===== config.mk =====
export PLATFORM = sky130hd
export DESIGN_NAME = idli_sqi_resp_m
export DESIGN_NICKNAME = d
export VERILOG_FILES = /design/src/rtl/idli_sqi_resp_m.sv
export SDC_FILE = /design/constraint.sdc
export NUM_CORES = 2
export LEC_CHECK = 0
export BUFFER_PORTS_ARGS = -buffer_cell sky130_fd_sc_hd__buf_2
export CELL_PAD_IN_SITES_DETAIL_PLACEMENT = 1
export CELL_PAD_IN_SITES_GLOBAL_PLACEMENT = 1
export CORE_UTILIZATION = 55
export CTS_BUF_LIST = sky130_fd_sc_hd__clkbuf_2 sky130_fd_sc_hd__clkbuf_4 sky130_fd_sc_hd__clkbuf_8
export DETAILED_ROUTE_END_ITERATION = 8
export HOLD_SLACK_MARGIN = 0.1
export PLACE_DENSITY_LB_ADDON = 0.1
export SLEW_MARGIN = 20
export SYNTH_ARGS = -nofsm -noshare
export SYNTH_HDL_FRONTEND = slang
export SYNTH_SLANG_ARGS = --single-unit

===== constraint.sdc =====
create_clock -name i_srsp_gck -period 5.68 [get_ports i_srsp_gck]
set_input_delay 0.852 -clock i_srsp_gck [delete_from_list [all_inputs] [get_ports i_srsp_gck]]
set_output_delay 0.852 -clock i_srsp_gck [all_outputs]
set_load 0.005 [all_outputs]

===== src/rtl/idli_sqi_resp_m.sv =====
// SQI (quad SPI) responder with a small byte store: read 0x03 / write 0x02,
// 24-bit MSB-first address, DUMMY_NIB dummy nibbles before read data.
// Ports: i_srsp_gck/i_srsp_rst clock and async active-high reset;
//        i_srsp_sck/i_srsp_cs/i_srsp_sio from the initiator;
//        o_srsp_sio/o_srsp_sio_oe read-data drive; o_srsp_err sticky bad-command flag.
typedef logic [3:0] sqi_data_t;

module idli_sqi_resp_m #(
    parameter int ADDR_W    = 8,
    parameter int DUMMY_NIB = 2
) (
    input  logic      i_srsp_gck,
    input  logic      i_srsp_rst,
    input  logic      i_srsp_sck,
    input  logic      i_srsp_cs,
    input  sqi_data_t i_srsp_sio,
    output sqi_data_t o_srsp_sio,
    output logic      o_srsp_sio_oe,
    output logic      o_srsp_err
);

    typedef enum logic [2:0] {
        S_CMD, S_ADDR, S_DUMMY, S_RD, S_WR, S_IGNORE
    } state_t;

    localparam logic [7:0] DUMMY_LAST = 8'(DUMMY_NIB - 1);

    state_t              state_q, state_d;
    logic [7:0]          cnt_q, cnt_d;
    logic [23:0]         sh_q, sh_d;
    logic [ADDR_W-1:0]   addr_q, addr_d;
    logic                sck_q;
    logic                rd_q, rd_d;
    logic                err_q, err_d;
    logic                lo_q, lo_d;
    logic                rd_rise_q, rd_rise_d;
    logic                hi_vld_q, hi_vld_d;
    logic [3:0]          hi_q, hi_d;
    logic                we_q, we_d;
    logic [7:0]          wdata_q, wdata_d;
    logic [7:0]          mem_q [2**ADDR_W];

    logic                rise, fall;
    logic [23:0]         shifted;
    logic                unused_sh;

    assign rise      = i_srsp_sck & ~sck_q;
    assign fall      = ~i_srsp_sck & sck_q;
    assign shifted   = {sh_q[19:0], i_srsp_sio};
    assign unused_sh = ^sh_q[23:20];

    always_comb begin
        state_d   = state_q;
        cnt_d     = cnt_q;
        sh_d      = sh_q;
        addr_d    = addr_q;
        rd_d      = rd_q;
        err_d     = err_q;
        lo_d      = lo_q;
        rd_rise_d = rd_rise_q;
        hi_vld_d  = hi_vld_q;
        hi_d      = hi_q;
        we_d      = 1'b0;
        wdata_d   = wdata_q;

        // A completed write byte lands this cycle; step past it.
        if (we_q) addr_d = addr_q + 1'b1;

        if (i_srsp_cs) begin
            state_d   = S_CMD;
            cnt_d     = '0;
            lo_d      = 1'b0;
            rd_rise_d = 1'b0;
            hi_vld_d  = 1'b0;
        end else begin
            if (rise) begin
                unique case (state_q)
                    S_CMD: begin
                        sh_d = shifted;
                        if (cnt_q == 8'd1) begin
                            cnt_d = '0;
                            if (shifted[7:0] == 8'h03) begin
                                rd_d    = 1'b1;
                                state_d = S_ADDR;
                            end else if (shifted[7:0] == 8'h02) begin
                                rd_d    = 1'b0;
                                state_d = S_ADDR;
                            end else begin
                                err_d   = 1'b1;
                                state_d = S_IGNORE;
                            end
                        end else begin
                            cnt_d = cnt_q + 8'd1;
                        end
                    end
                    S_ADDR: begin
                        sh_d = shifted;
                        if (cnt_q == 8'd5) begin
                            cnt_d  = '0;
                            addr_d = shifted[ADDR_W-1:0];
                            lo_d   = 1'b0;
                            if (!rd_q)              state_d = S_WR;
                            else if (DUMMY_NIB == 0) state_d = S_RD;
                            else                     state_d = S_DUMMY;
                        end else begin
                            cnt_d = cnt_q + 8'd1;
                        end
                    end
                    S_DUMMY: begin
                        if (cnt_q == DUMMY_LAST) begin
                            cnt_d   = '0;
                            state_d = S_RD;
                        end else begin
                            cnt_d = cnt_q + 8'd1;
                        end
                    end
                    S_RD: rd_rise_d = 1'b1;
                    S_WR: begin
                        if (!hi_vld_q) begin
                            hi_d     = i_srsp_sio;
                            hi_vld_d = 1'b1;
                        end else begin
                            wdata_d  = {hi_q, i_srsp_sio};
                            we_d     = 1'b1;
                            hi_vld_d = 1'b0;
                        end
                    end
                    default: ;
                endcase
            end
            // Output only advances on a fall that closes a rise seen in RD,
            // so the fall after the last dummy nibble keeps the high nibble.
            if (fall && state_q == S_RD && rd_rise_q) begin
                rd_rise_d = 1'b0;
                if (lo_q) begin
                    lo_d   = 1'b0;
                    addr_d = addr_q + 1'b1;
                end else begin
                    lo_d = 1'b1;
                end
            end
        end
    end

    always_ff @(posedge i_srsp_gck or posedge i_srsp_rst) begin
        if (i_srsp_rst) begin
            state_q   <= S_CMD;
            cnt_q     <= '0;
            sh_q      <= '0;
            addr_q    <= '0;
            sck_q     <= 1'b0;
            rd_q      <= 1'b0;
            err_q     <= 1'b0;
            lo_q      <= 1'b0;
            rd_rise_q <= 1'b0;
            hi_vld_q  <= 1'b0;
            hi_q      <= '0;
            we_q      <= 1'b0;
            wdata_q   <= '0;
        end else begin
            state_q   <= state_d;
            cnt_q     <= cnt_d;
            sh_q      <= sh_d;
            addr_q    <= addr_d;
            sck_q     <= i_srsp_sck;
            rd_q      <= rd_d;
            err_q     <= err_d;
            lo_q      <= lo_d;
            rd_rise_q <= rd_rise_d;
            hi_vld_q  <= hi_vld_d;
            hi_q      <= hi_d;
            we_q      <= we_d;
            wdata_q   <= wdata_d;
        end
    end

    // Storage keeps its contents across reset.
    always_ff @(posedge i_srsp_gck) begin
        if (we_q) mem_q[addr_q] <= wdata_q;
    end

    assign o_srsp_sio_oe = (state_q == S_RD);
    assign o_srsp_err    = err_q;

    always_comb begin
        o_srsp_sio = '0;
        unique case (1'b1)
            !o_srsp_sio_oe: o_srsp_sio = '0;
            lo_q:           o_srsp_sio = mem_q[addr_q][3:0];
            default:        o_srsp_sio = mem_q[addr_q][7:4];
        endcase
    end

endmodule


* After elaboration in Yosys (flattened, before gate mapping)
Memory sizes are Yosys's and may differ from the RTL's. Cells that the tools add are included.
Cells by class: $add $sub $neg 2, eq/ne operators 11, muxes and demuxes 44, bitwise operators 8, reduce and logical (&&, ||, !) cells 25
Operators with widths (count):
- $mux W8 | 11
- $mux W3 | 8
- $mux W1 | 22
- $add A8 B1 Y8 const B | 2
- $eq A8 B2 Y1 const B | 2
- $pmux W8 S2 | 1
- $reduce_bool A3 Y1 | 5
- $reduce_and A5 Y1 | 2
- $ne A3 B3 Y1 const B | 3
- $pmux W3 S3 | 1
- $eq A8 B1 Y1 const B | 1
- $eq A8 B3 Y1 const B | 1
- $pmux W4 S2 | 1
- $reduce_and A4 Y1 | 2
- $eq A3 B2 Y1 const B | 2
- $not A1 Y1 | 6
- $reduce_and A2 Y1 | 3
- $reduce_and A3 Y1 | 2
- $reduce_and A6 Y1 | 1
- $reduce_bool A2 Y1 | 3
- $reduce_bool A4 Y1 | 1
- $reduce_or A2 Y1 | 2
- $eq A3 B1 Y1 const B | 1
- $eq A3 B3 Y1 const B | 1
- 4 further kinds | 6
Word-level totals: register bits after elaboration 42, RAM bits 2048, bits of input ports 8, memories 1
Memory list:
- mem_q | words 256, width 8, rd ports 1, clocked after Yosys merged registers in 0, write ports 1, line 41 | logic [7:0] mem_q [2**ADDR_W];

* Logic depth before layout (Yosys ltp)
word-level depth 8, depth in mapped cells 13, mapped depth without buffers 9

* Worst setup path before layout
OpenSTA, ideal clock, no wires.
path kind register -> register, start point register wdata_q[0], end point memory mem_q[0][0], data pin, library setup time 803 ps, data arrival time 3179 ps, setup slack 1698 ps, stages on the path, launching flop included 1, buffers on the path 0, cells stage by stage dfrtp_1
RTL lines:
- from (decl) | line 40 | logic [7:0] wdata_q, wdata_d;
- from (signal assigned) | line 173 | wdata_q <= wdata_d;
- to (decl) | line 41
Straight into the memory's write port.

* Final worst setup path
start point register addr_q[0], end point output port o_srsp_sio[0]
On the way: word-level cells in the longest chain between the ends 2
Ends and longest elaborated chain:
- from (decl) | line 31 | logic [ADDR_W-1:0] addr_q, addr_d;
- from (signal assigned) | line 164 | addr_q <= addr_d;
- $mem_v2 Z256 W8
- $pmux W4 S2 | line 187 | unique case (1'b1)
- to (decl) | line 17 | output sqi_data_t o_srsp_sio,
No other way between the ends.

==> results.md <==
* Clk_skew at roughly 56 ps
* Hold crit path type: in2reg
* Post-synth EDFFs at 2048
* Comb pwr share at 0.033
* Synth Area in Compound Gates at 0.0312
* DRC at 0
* Wire per inst at 34.4 µm
* Dominant synthesized flop cell: edfxtp_1
* Filler instances at 12100
* Worst EP required at 4830 ps
* Sequential area share after synthesis at 0.766
* Reg power frac at 0.553
* Status: completed
* # rows at 140
* Fin area at slightly above 90000 µm²
* GR Util met3 at 0.0554
* Vias in the first global route at 44000
* TritonRoute pass-1 iters at 5
* Final period util at 0.984
* Net Count, Synth at 4004
* Met1 Track Usage GR at 0.439
* IO Pins at 14
* Total Wirelength at 223000 µm
* Layout cell share with drive strength beyond 1 at 0.275
* First-pass GRT wire length at 318000 µm
* Final setup viols at 0
* Maximum level of the CTS H-tree at 5
* Busiest grt layer: met2
* CTS tree: yes
* Final hold viol count at 0
* WS Path Type: reg2out
* Synth Area in Adders at 0.00107
* Max Cap Viol at 0
* Largest net degree at the start of global routing at 258
* Kind of end point of the critical path: output port
* CTS buffer count at 347
* Slowest stage cell, crit path: mux4_2
* Post-layout util at 0.625
* Synth Cell Area at 81600 µm²
* Yosys warnings at 0
* Dpl ws at 522 ps
* Clock power frac at 0.414
* Switching share of power at 0.215
* Sequential Area at between 60000 and 70000 µm²
* Max IR drop VDD at 0.259 mV
* CP startpoint kind: flop
* Pint at 23800 µW
* Cell count after synthesis at around 4000
* Critical path's largest stage delay at 520 ps
* Core area at roughly 150000 µm²
* Most common cell in the netlist: edfxtp_1
* Die X at 387 µm
* Top-area cell type share of the netlist area at 0.754
* Post-Synth XOR/XNOR Area at 0.00129
* Post-synthesis mux area share at 0.153
* Via Count at approximately 42000
* Peak Freq at 179 MHz
* Area of the die at between 100000 and 150000 µm²
* Final WS setup at 92.6 ps
* Avg Synthesized Cell Area at 20.5 µm²
* CTS clk-pin slew, worst paths at 60 ps
* P_leak at roughly 0.035 µW
* Synth-to-layout area growth at 12.2%
* Worst slew pin tran at 1280 ps
* GRT overflow at 0
* Clock root cell: clkbuf_8
* Initial antenna violation count at 12
* Synth Register Bits at about 2100
* Total power draw at 30300 µW
* Main combinational cell family by area after synthesis: multiplexers
* CP arrival at ~4700 ps
* Distinct cells, synth at 74
* Share of flip-flops with an asynchronous set or reset at 0.0201
* Global Route Usage Sum at 0.298
* Starting DRT DRC Count at 4836
* Antenna Nets Post-Route at 0
* # nets final at 4331
* GR Util met2 at 0.465
* Initial core utilization at 0.557
* Detailed placer's ending HPWL at around 140000 µm
* Crit-path max FO at 27
* Clk sink count at about 2100
* Clock latency on the worst-skew pair at 1050 ps
* Via/cell ratio at between 6 and 7
* Simple-gate share of the synthesized area at 0.0327
* Post-route minimum period at 5590 ps
* Sw power at 6500 µW
* GP Congestion at 0.868
* Slew Viols, Final at 0
* Slew headroom at 0.145
* # port buffers at 13
* Crit path cell chain: buf_4 -> buf_12 -> buf_4 -> mux4_2 -> mux2i_1 -> o22ai_1 -> a21oi_2 -> nand4_1 -> nor4b_2 -> o22ai_1 -> buf_2
* Area of the multi-input gates at 18000 µm²
* Clock buffer depth at 4
* Post-synth top cells: 2048 x edfxtp_1, 443 x mux4_2, 303 x nor2_1, 196 x mux2i_1, 102 x buf_2
* Post-DP Area at about 85000 µm²
* Worst path bufs/invs at 4
* Cell Pwr Density at 331 nW/µm²
* Die Y at 387 µm
* Dominant cells by area after synthesis: edfxtp_1 75%, mux4_2 12%, mux2i_1 2.4%, nor2_1 1.4%, dfrtp_1 1.3%
* Worst path top cell family by delay: buffers and inverters
* Area leader, netlist: edfxtp_1
## kinds of logic (layout without fill, tap and decap cells)
logic type	count (synthesis)	count (layout)
compound gates	362	362
xor+xnor	12	12
fa+ha+maj	7	7
buf+inv	249	811
flops	2090	2090
mux	684	684
other cells	0	2
simple gates	585	585
## placed cells by master, fill, tap and decap left out, drive strengths merged, types with 9 or more instances in the layout
cell,Yosys,final
a21oi,56,56
nor2b,18,18
nand3,55,55
mux2,42,42
nand4,20,20
o22ai,44,44
a22o,12,12
o211ai,16,16
a22oi,90,90
and3,23,23
clkbuf,90,462
a211oi,16,16
a221oi,17,17
and2,11,11
o221ai,9,9
mux4,446,446
buf,146,208
edfxtp,2048,2048
a31oi,10,10
o21ai,41,41
clkinv,0,114
nand2b,13,13
mux2i,196,196
nor2,304,304
nor3,15,15
inv,13,13
dfrtp,42,42
nand2,89,89
## state kept, by name, indices dropped and copies added (netlist names), 3 cells and up
register and count:
addr_q 8, cnt_q 8, hi_q 4, mem_q 2048, sh_q 4, state_q 3, wdata_q 8
## layout make-up
type                            count  area share
Timing Repair Buffer              214      0.0231
Antenna cell                        2   0.0000546
Clock inverter                    122     0.00705
Multi-Input combinational cell   1650       0.197
Sequential cell                  2090       0.684
Tap cell                         1917      0.0262
Clock buffer                      462      0.0626
Inverter                           13    0.000533
## layer usage
| layer | wire length, µm | part of all wire |
|---|---|---|
| met3 | 19200 | 0.086 |
| met2 | 106000 | 0.47 |
| met4 | 5070 | 0.023 |
| met1 | 92700 | 0.42 |
| met5 | 0 | 0 |
## through the flow
stage | hold slack, ps | setup TNS (ps) | std cells
floorplan | 446 | 0 | 3989
CTS | 102 | 0 | 6448
global placement | 477 | 0 | 5847
detailed placement | 479 | 0 | 5847
global route | 132 | -16.7 | 6470
finish | 216 | 0 | 6470
## power groups by stage
stage | Combinational, µW | Sequential (µW) | Clock (µW)
4_1_cts | 977 | 16800 | 12700
6_report | 1000 | 16800 | 12600
5_1_grt | 1040 | 16700 | 13300
3_5_place_dp | 933 | 17100 | 0
3_3_place_gp | 923 | 17100 | 0
2_1_floorplan | 594 | 17100 | 0
## repair_timing
item                                   4_1_cts  5_1_grt
cloned                                       2        0
endpoints found under the hold margin       47        0
resized for setup                           19        7
setup endpoints to repair                    4        4
pin swaps                                    6        1
hold buffers                                 4        0
setup buffers                               11       18
## final timing paths
kind / from / to / slack [ps] / cells after the start
max: addr_q[0] / o_srsp_sio[0] / 90 / 11
min: i_srsp_sio[0] / hi_q[0] / 220 / 2
max reg2reg: addr_q[0] / mem_q[140][7] / 1380 / 7
min reg2reg: cnt_q[7] / cnt_q[7] / 490 / 1
max in group asynchronous: i_srsp_rst / addr_q[1] / 4700 / 4
min in group asynchronous: i_srsp_rst / cnt_q[0] / 520 / 4
## worst register-to-register path, delay by kind of cell (launching register included)
family	cells	cell delay, ps
buffers and inverters	4	1630
flip-flops	1	550
AND/OR/NAND/NOR	2	1400
adder cells (fa/ha/maj)	1	330
No activity file was read; power rests on OpenSTA's default activity.
